===== config.mk =====
export PLATFORM = sky130hd
export DESIGN_NAME = alu_issue_seq
export DESIGN_NICKNAME = d
export VERILOG_FILES = /design/src/rtl/alu_seq_pkg.sv /design/src/rtl/alu_cmd_fifo.sv /design/src/rtl/alu_issue_seq.sv
export SDC_FILE = /design/constraint.sdc
export NUM_CORES = 1
export LEC_CHECK = 0
export CORE_MARGIN = 5
export CORE_UTILIZATION = 49
export DETAILED_ROUTE_END_ITERATION = 6
export PLACE_DENSITY = 0.71
export SYNTH_ARGS = -nofsm -noshare
export SYNTH_HDL_FRONTEND = slang
export SYNTH_HIERARCHICAL = 1
export SYNTH_SLANG_ARGS = --single-unit

===== constraint.sdc =====
create_clock -name clk -period 2.65 [get_ports clk]
set_input_delay 0.53 -clock clk [delete_from_list [all_inputs] [get_ports clk]]
set_output_delay 0.53 -clock clk [all_outputs]
set_load 0.01 [all_outputs]

===== src/rtl/alu_seq_pkg.sv =====
// alu_seq_pkg: shared opcodes, FSM states and command record layout for the ALU issue sequencer
package alu_seq_pkg;
  localparam int DEF_WIDTH = 16;
  localparam int DEF_TAG_W = 4;
  localparam int OP_W = 3;
  localparam logic [OP_W-1:0] OP_ADD = 3'd0;
  localparam logic [OP_W-1:0] OP_SUB = 3'd1;
  localparam logic [OP_W-1:0] OP_MULT = 3'd2;
  localparam logic [OP_W-1:0] OP_NAND = 3'd3;
  localparam logic [OP_W-1:0] OP_DIV = 3'd4;
  localparam logic [OP_W-1:0] OP_MOD = 3'd5;
  localparam logic [OP_W-1:0] OP_LT = 3'd6;
  localparam logic [OP_W-1:0] OP_LE = 3'd7;
  typedef enum logic [1:0] {ST_IDLE, ST_DRIVE, ST_RESPOND} state_t;
  // Command record packs {op, a, b, tag} with the tag in the low bits.
  localparam int CMD_TAG_LSB = 0;
  function automatic int cmd_b_lsb(input int tag_w);
    return tag_w;
  endfunction
  function automatic int cmd_a_lsb(input int width, input int tag_w);
    return tag_w + width;
  endfunction
  function automatic int cmd_op_lsb(input int width, input int tag_w);
    return tag_w + 2 * width;
  endfunction
  function automatic int cmd_w(input int width, input int tag_w);
    return tag_w + 2 * width + OP_W;
  endfunction
endpackage


===== src/rtl/alu_cmd_fifo.sv =====
// alu_cmd_fifo: synchronous FIFO with full/empty/count, synchronous active-low reset
module alu_cmd_fifo #(
  parameter int WIDTH = 39,
  parameter int DEPTH = 4,
  parameter int CNT_W = $clog2(DEPTH) + 1
) (
  input  logic             clk,
  input  logic             rst,
  input  logic             i_push,
  input  logic [WIDTH-1:0] i_data,
  input  logic             i_pop,
  output logic [WIDTH-1:0] o_data,
  output logic             o_full,
  output logic             o_empty,
  output logic [CNT_W-1:0] o_count
);
  localparam int AW = $clog2(DEPTH);
  logic [WIDTH-1:0] r_mem [DEPTH];
  logic [AW-1:0] r_wr, r_rd;
  logic [CNT_W-1:0] r_count;
  logic w_push, w_pop;
  assign o_full = r_count == CNT_W'(DEPTH);
  assign o_empty = r_count == '0;
  assign o_count = r_count;
  assign o_data = r_mem[r_rd];
  assign w_push = i_push && !o_full;
  assign w_pop = i_pop && !o_empty;
  // Pointers wrap naturally because DEPTH is a power of two.
  always_ff @(posedge clk) begin
    if (!rst) begin
      r_wr <= '0;
      r_rd <= '0;
      r_count <= '0;
    end else begin
      if (w_push) r_wr <= r_wr + 1'b1;
      if (w_pop) r_rd <= r_rd + 1'b1;
      r_count <= r_count + CNT_W'(w_push) - CNT_W'(w_pop);
    end
  end
  // Storage needs no reset; occupancy is tracked by the count.
  always_ff @(posedge clk) begin
    if (w_push) r_mem[r_wr] <= i_data;
  end
endmodule


===== src/rtl/alu_issue_seq.sv =====
// alu_issue_seq: queues ALU commands, drives the ALU one op at a time, returns tagged results.
// Optional macro ALU_DIVZERO_GUARD_EN short-circuits DIV/MOD by zero to an error response.
module alu_issue_seq
  import alu_seq_pkg::*;
#(
  parameter int WIDTH = DEF_WIDTH,
  parameter int DEPTH = 4,
  parameter int TAG_W = DEF_TAG_W
) (
  input  logic             clk,
  input  logic             rst,
  input  logic             cmd_valid,
  output logic             cmd_ready,
  input  logic [2:0]       cmd_op,
  input  logic [WIDTH-1:0] cmd_a,
  input  logic [WIDTH-1:0] cmd_b,
  input  logic [TAG_W-1:0] cmd_tag,
  output logic [2:0]       alu_operator,
  output logic [WIDTH-1:0] alu_op1,
  output logic [WIDTH-1:0] alu_op2,
  input  logic [WIDTH-1:0] alu_out,
  output logic             rsp_valid,
  input  logic             rsp_ready,
  output logic [WIDTH-1:0] rsp_data,
  output logic [TAG_W-1:0] rsp_tag,
  output logic             rsp_err,
  output logic             busy
);
  localparam int CW = cmd_w(WIDTH, TAG_W);
  localparam int CNT_W = $clog2(DEPTH) + 1;
  localparam int B_LSB = cmd_b_lsb(TAG_W);
  localparam int A_LSB = cmd_a_lsb(WIDTH, TAG_W);
  localparam int OP_LSB = cmd_op_lsb(WIDTH, TAG_W);
  logic w_push, w_pop, w_full, w_empty, w_dz;
  logic [CW-1:0] w_head;
  logic [CNT_W-1:0] w_count;
  logic [OP_W-1:0] w_op;
  logic [WIDTH-1:0] w_a, w_b;
  logic [TAG_W-1:0] w_tag;
  state_t r_state, w_next;
  logic [2:0] r_operator;
  logic [WIDTH-1:0] r_op1, r_op2, r_rsp_data;
  logic [TAG_W-1:0] r_rsp_tag, r_cmd_tag;
  logic r_rsp_err;
  alu_cmd_fifo #(.WIDTH(CW), .DEPTH(DEPTH), .CNT_W(CNT_W)) u_fifo (
    .clk(clk),
    .rst(rst),
    .i_push(w_push),
    .i_data({cmd_op, cmd_a, cmd_b, cmd_tag}),
    .i_pop(w_pop),
    .o_data(w_head),
    .o_full(w_full),
    .o_empty(w_empty),
    .o_count(w_count)
  );
  assign w_tag = w_head[CMD_TAG_LSB +: TAG_W];
  assign w_b = w_head[B_LSB +: WIDTH];
  assign w_a = w_head[A_LSB +: WIDTH];
  assign w_op = w_head[OP_LSB +: OP_W];
  assign cmd_ready = !w_full;
  assign w_push = cmd_valid && !w_full;
  assign w_pop = (r_state == ST_IDLE) && !w_empty;
`ifdef ALU_DIVZERO_GUARD_EN
  assign w_dz = ((w_op == OP_DIV) || (w_op == OP_MOD)) && (w_b == '0);
`else
  assign w_dz = 1'b0;
`endif
  assign alu_operator = r_operator;
  assign alu_op1 = r_op1;
  assign alu_op2 = r_op2;
  assign rsp_valid = r_state == ST_RESPOND;
  assign rsp_data = r_rsp_data;
  assign rsp_tag = r_rsp_tag;
  assign rsp_err = r_rsp_err;
  assign busy = (w_count != '0) || (r_state != ST_IDLE);
  // State register.
  always_ff @(posedge clk) begin
    if (!rst) r_state <= ST_IDLE;
    else r_state <= w_next;
  end
  // Next-state: IDLE pops, DRIVE lasts one cycle, RESPOND waits for the consumer.
  always_comb begin
    w_next = r_state;
    case (r_state)
      ST_IDLE: w_next = w_empty ? ST_IDLE : (w_dz ? ST_RESPOND : ST_DRIVE);
      ST_DRIVE: w_next = ST_RESPOND;
      ST_RESPOND: w_next = rsp_ready ? ST_IDLE : ST_RESPOND;
      default: w_next = ST_IDLE;
    endcase
  end
  // ALU drive and response registers; SUB swaps operands because the ALU computes op2 - op1.
  always_ff @(posedge clk) begin
    if (!rst) begin
      r_operator <= '0;
      r_op1 <= '0;
      r_op2 <= '0;
      r_cmd_tag <= '0;
      r_rsp_data <= '0;
      r_rsp_tag <= '0;
      r_rsp_err <= 1'b0;
    end else begin
      if (w_pop && !w_dz) begin
        r_operator <= w_op;
        r_op1 <= (w_op == OP_SUB) ? w_b : w_a;
        r_op2 <= (w_op == OP_SUB) ? w_a : w_b;
        r_cmd_tag <= w_tag;
      end
      if (w_pop && w_dz) begin
        r_rsp_data <= '1;
        r_rsp_tag <= w_tag;
        r_rsp_err <= 1'b1;
      end
      if (r_state == ST_DRIVE) begin
        r_rsp_data <= alu_out;
        r_rsp_tag <= r_cmd_tag;
        r_rsp_err <= 1'b0;
      end
    end
  end
endmodule


### After elaboration in Yosys (flattened, before gate mapping)

Memory sizes are Yosys's and may differ from the RTL's. A register that Yosys moved wholly into a read port is not among the register bits.
Index checks and enable logic that the tools add are counted.

| operators by class | value |
|---|---|
| shifts and indexed selects | 0 |
| multipliers | 0 |
| divide/modulo/power cells | 0 |
| eq/ne operators | 4 |
| bitwise gates (word level) | 0 |
| magnitude comparators | 0 |
| add/subtract/negate cells | 4 |
| muxes and demuxes | 9 |
| reduce and logical (&&, ||, !) cells | 11 |

Operators with widths:

| cell | count |
|---|---|
| 16-bit 2-to-1 mux | 2 |
| 2-bit 2-to-1 mux | 3 |
| 2-bit case mux with 3 select lines | 1 |
| 2-bit by 1-bit adder with 2-bit output, second input constant | 2 |
| 1-bit logical AND | 4 |
| 3-bit by 1-bit adder with 3-bit output | 1 |
| 3-bit by 1-bit == test with 1-bit output, second input constant | 1 |
| 3-bit == test, second input constant | 1 |
| 3-bit zero test | 1 |
| 1-bit 2-to-1 mux | 3 |
| 3-bit nonzero test | 1 |
| 3-bit by 1-bit subtractor with 3-bit output | 1 |
| 2-bit by 1-bit == test with 1-bit output, second input constant | 1 |
| 2-bit == test, second input constant | 1 |
| 1-bit zero test | 2 |
| 2-bit zero test | 1 |
| 2-bit nonzero test | 1 |
| 1-bit logical OR | 1 |

| storage, ports and cells | value |
|---|---|
| output and inout port bits | 59 |
| word-level logic and storage cells | 39 |
| bits in latches | 0 |
| register bits | 68 |
| bits of input ports | 59 |
| ROM bits | 0 |
| bits in writable memories | 156 |
| memories kept | 1 |

Memories:

| name | words | bits a word | rd ports | clocked after memory_dff | write ports | RTL line | RTL |
|---|---|---|---|---|---|---|---|
| u_fifo.r_mem | 4 | 39 | 1 | 1 | 1 | alu_cmd_fifo.sv:18 | `logic [WIDTH-1:0] r_mem [DEPTH];` |

### Depth between registers and ports, before layout

| logic depth | value |
|---|---|
| depth in word-level cells | 6 |
| mapped depth | 13 |
| gate-level depth less buffers | 11 |

### Modules after synthesis

The synthesis kept the hierarchy.

Modules (own cells, without submodules):

| module | area each (um^2) | cells each | sequential area each (um^2) | times used |
|---|---|---|---|---|
| alu_cmd_fifo | 6,099.6 | 254 | 4,864.7 | 1 |
| alu_issue_seq | 2,503.7 | 313 | 1,221.2 | 1 |

### Worst setup path after synthesis

No wires, ideal clock.

| path | value |
|---|---|
| kind | register -> register |
| start point | register u_fifo.r_count[1], in the netlist u_fifo/o_count[1] |
| end point | register u_fifo.r_count[2], in the netlist u_fifo/o_count[2] |
| stages on the path, launching flop included | 14 |
| setup time | 0.115 ns |
| clock period less this slack | 2.552 ns |
| path slack | 0.098 ns |
| path buffers | 2 |
| data arrival time | 2.437 ns |
| path through | dfxtp_1 > nor3_2 > or3_1 > buf_2 > clkinv_2 > buf_4 > nor2b_1 > ha_1 > inv_1 > ha_1 > fa_1 > xnor2_1 > xnor2_1 > and2_1 |

RTL lines:

| item | RTL line | RTL |
|---|---|---|
| start, declared | alu_cmd_fifo.sv:20 | `logic [CNT_W-1:0] r_count;` |
| start signal, assigned | alu_cmd_fifo.sv:37 | `r_count <= r_count + CNT_W'(w_push) - CNT_W'(w_pop);` |
| 3-bit zero test (*) | alu_cmd_fifo.sv:23 | `assign o_empty = r_count == '0;` |
| named net w_empty | alu_issue_seq.sv:34 | `logic w_push, w_pop, w_full, w_empty, w_dz;` |
| 1-bit zero test (*) | alu_cmd_fifo.sv:27, alu_issue_seq.sv:62 |  |
| 1-bit logical AND | alu_issue_seq.sv:62 | `assign w_pop = (r_state == ST_IDLE) && !w_empty;` |
| 1-bit logical AND (*) | alu_cmd_fifo.sv:27 | `assign w_pop = i_pop && !o_empty;` |
| named net u_fifo.w_pop | alu_cmd_fifo.sv:21 | `logic w_push, w_pop;` |
| 3-bit by 1-bit subtractor with 3-bit output (*) | alu_cmd_fifo.sv:37 |  |

The timed path passes the listed nets; every way through them passes the cells marked *.
A chain may end at the register's enable or synchronous reset.

### Worst setup path in the final report

| path | value |
|---|---|
| start point | register u_fifo.r_count[0], in the netlist u_fifo/o_count[0] |
| end point | register u_fifo.r_count[2], in the netlist u_fifo/o_count[2] |

Same word-level chain as after synthesis.

==> results.txt <==
The run finished with clean final reports. TritonCTS built the clock tree. The total routing resource utilization after global routing is 0.176. The min-delay analysis places its worst path in the category flip-flop to flip-flop.

The largest fanout on the critical path is 4. The required time at the endpoint of the critical path is 3.05 ns. The share of the synthesized area in the top cell type is 0.545.

The fraction of power consumed by the clock network came out at 0.275. For this design, the sink count on the clock tree is between 200 and 250. The slowest stage of the critical path is the sky130_fd_sc_hd__or3_2 cell.

The mean cell area of the mapped netlist came out at approximately 15 sq um. By startpoint and endpoint, the worst setup path is classified as flip-flop to flip-flop. For the worst-skew pair, the clock arrives at the later sink with an insertion delay of ~0.51 ns. The horizontal extent of the die is around 140 microns. The overall die area came out at 0.0203 sq mm. The number of endpoints with negative hold slack in the final report came out at 0.

The wire length of the first global-routing pass came out at about 28 mm. The fraction of final layout cells with drive strength greater than 1 is 0.164. Routability-driven placement finished with a final weighted congestion of 0.786.

For the finished layout, the period the worst path requires is around 2.4 ns. The number of resized instances in the post-cts repair step is 0. In this run the remaining antenna-violating nets after routing total 0. The first-pass iteration count of the detailed router came out at 5. The floorplan core area came out at 0.0172 sq mm.

The starting DRC count in detailed routing came out at approximately 280. The routed via count is roughly 5k. The reported net switching power is ~3.6 mW. The root buffer cell chosen for the clock tree is sky130_fd_sc_hd__clkbuf_16. The sum of net half-perimeters after detailed placement is 10.6 mm.

The maximum clock frequency is between 400 and 500 MHz. On the worst path, the slowest cell contributes a delay of 0.50 ns. The synthesized instance count is roughly 570. The number of global-route vias before repair is 5264. The distinct cell type count after synthesis came out at 33.

Clock skew on the completed layout was measured at 0.00734 ns. Of the available clock period, the critical path in the final layout requires 0.921. Setup repair after global routing left no endpoint under its margin. The static leakage power came out at 3.65 nW.

Buffers added to address setup during post-CTS repair amount to 0. By instance count, the leading cell after synthesis is sky130_fd_sc_hd__edfxtp_1. The library cell occupying the most area in the post-synthesis netlist is sky130_fd_sc_hd__edfxtp_1.

The number of antenna violations at the first check in global routing was 0. The actual slew at the worst max-slew pin came out at around 0.75 ns. The initial core utilization came out at 0.499. The minimum setup slack in the final design is 0.208 ns. Port buffering added between 100 and 150 buffers. At the worst endpoint, the arrival time is approximately 2.8 ns. The async set-or-reset flop fraction in the synthesized netlist is 0.

The total internal power is slightly above 8 mW. The Yosys warning count is 6. The cts-stage hold buffer count is 0. The startpoint type of the worst setup path is a flip-flop. The worst max-slew margin expressed relative to the limit came out at 0.497. Of the total power, combinational logic draws 0.313.

The worst setup path is captured at a flip-flop. The total number of H-tree levels came out at 1. For this run, design rule violations remaining after detail routing come to 0.

The mapped netlist covers around 0.0086 sq mm. The number of slew-limit violations in the final report came to 0. The final layout net count is roughly 750. The total power draw is about 12 mW. Global routing finished with a remaining overflow of 0. The most used flip-flop cell after synthesis is sky130_fd_sc_hd__edfxtp_1.

The areal power density over the cells is ~1100 mW/mm^2. The post-synthesis net count is 633. The count of endpoints failing setup in the final report came out at 0. The number of enable flip-flop cells after synthesis came out at around 160. The die boundary height is 143 microns.

For the final routed database, the setup TNS stands at 0 ns. The number of max-cap violations came out at 0. The synthesized flop and latch total came out at 226.

The proportion of synthesized chip area in sequential cells is 0.707. The portion of total power attributed to sequential cells came out at 0.411. The placement-stage worst setup slack came out at between 0.1 and 0.15 ns. The clock passes through at most 3 buffers. 118 I/O pins were placed. The number of cells after detailed placement came out at slightly below 900. The number of vias per cell came out at between 5 and 6. Sorting the synthesized cells by how often they occur yields sky130_fd_sc_hd__edfxtp_1, sky130_fd_sc_hd__nand2_1, sky130_fd_sc_hd__dfxtp_1. Counting the buffers created by CTS gives 23. The wire length after detailed routing came out at roughly 18 mm. The peak supply drop came out at 0.000784 V. The register clock-pin slew on the reported worst setup and hold paths came out at 0.06 ns. The hold slack is around 0.46 ns. Traced cell by cell, the critical path runs through nor3_2, or3_2, clkinv_2, nor2b_2, ha_1, inv_1, ha_1, fa_1, xnor2_1, xnor2_1, and2_1. Of the total power, the share spent switching nets is 0.306. 0 antenna diodes ended up in the layout. The layout-stage area growth over the synthesis result is 25.4%.

The finished layout holds a little over 900 standard cells, fillers aside. By area the synthesized netlist is led by sky130_fd_sc_hd__edfxtp_1, sky130_fd_sc_hd__dfxtp_1, sky130_fd_sc_hd__mux4_2. After detailed routing, the average wire length per cell comes to between 15 and 20 microns.

The floorplan has 48 rows. The largest net degree at the start of global routing is 43.
## layout by cell type, fill, tap and decap left out, types with 6 or more instances in the layout
cell / count
sky130_fd_sc_hd__a21boi_0: 22
sky130_fd_sc_hd__a21boi_1: 6
sky130_fd_sc_hd__a21oi_1: 54
sky130_fd_sc_hd__a21oi_2: 10
sky130_fd_sc_hd__buf_4: 10
sky130_fd_sc_hd__clkbuf_16: 23
sky130_fd_sc_hd__clkdlybuf4s50_1: 115
sky130_fd_sc_hd__dfxtp_1: 66
sky130_fd_sc_hd__edfxtp_1: 156
sky130_fd_sc_hd__ha_1: 6
sky130_fd_sc_hd__inv_1: 7
sky130_fd_sc_hd__mux4_2: 39
sky130_fd_sc_hd__nand2_1: 93
sky130_fd_sc_hd__o21ai_0: 34
## stage by stage
| step | utilization | area, sq um |
|---|---|---|
| 3_5_place_dp | 0.580 | 10000 |
| 4_1_cts | 0.626 | 10800 |
| 5_1_grt | 0.626 | 10800 |
| 6_report | 0.626 | 10800 |
| 3_3_place_gp | 0.580 | 10000 |
| 2_1_floorplan | - | 8600 |
## flip-flops by register name, indices dropped and copies added (netlist names), named ones only
| signal | cells |
|---|---|
| alu_op2 | 16 |
| alu_op1 | 16 |
| u_fifo/r_rd | 2 |
| u_fifo/r_wr | 2 |
| u_fifo/o_count | 3 |
| alu_operator | 3 |
| rsp_data | 16 |
| r_cmd_tag | 4 |
| r_state | 2 |
| rsp_tag | 4 |
| u_fifo/r_mem | 156 |
## cell families after synthesis
family | count (synthesis) | share of synthesized area
compound gates | 128 | 0.0873
xor+xnor | 2 | 0.00204
fa+ha+maj | 7 | 0.0111
buf+inv | 45 | 0.0276
flops | 226 | 0.707
mux | 41 | 0.104
other cells | 1 | 0.000436
simple gates | 117 | 0.0598
## final cells by class
class                           count  area [sq um]
Inverter                            8          31.3
Fill cell                        1207          6450
Sequential cell                   226          6090
Clock inverter                     14           154
Timing Repair Buffer              130          1310
Tap cell                          225           282
Multi-Input combinational cell    296          2290
Clock buffer                       28           624
## critical path: cells and delay by family (launching register included)
family	cells	cell delay, ns
simple gates	4	0.87
fa+ha+maj	3	0.71
flops	1	0.38
xor+xnor	2	0.27
buf+inv	2	0.10
## final timing paths
check / from / endpoint / slack, ns / depth (start not counted)
setup / recovery: u_fifo/o_count[0]$_SDFF_PN0_ / u_fifo/o_count[2]$_SDFF_PN0_ / 0.21 / 11
hold / removal: alu_operator[1]$_SDFFE_PN0P_ / alu_operator[1]$_SDFFE_PN0P_ / 0.46 / 2
setup reg to reg: u_fifo/o_count[0]$_SDFF_PN0_ / u_fifo/o_count[2]$_SDFF_PN0_ / 0.21 / 11
hold reg to reg: alu_operator[1]$_SDFFE_PN0P_ / alu_operator[1]$_SDFFE_PN0P_ / 0.46 / 2
## power groups by stage
stage               sequential [mW]  combinational [mW]  clock (mW)
floorplan                      4.96                2.27           0
global placement               4.90                3.66           0
detailed placement             4.93                3.73           0
CTS                            4.87                3.76        3.34
global route                   4.94                4.08        3.48
finish                         4.87                3.71        3.26
## routing by layer
| layer | GRT usage | part of all wire | vias up |
|---|---|---|---|
| met4 | 0.0405 | 0.015 | 0 |
| met5 | 0 | 0 | - |
| met2 | 0.296 | 0.49 | 198 |
| met1 | 0.233 | 0.42 | 2515 |
| li1 | - | - | 2335 |
| met3 | 0.0427 | 0.079 | 25 |
(Power assumes the default switching activity.)
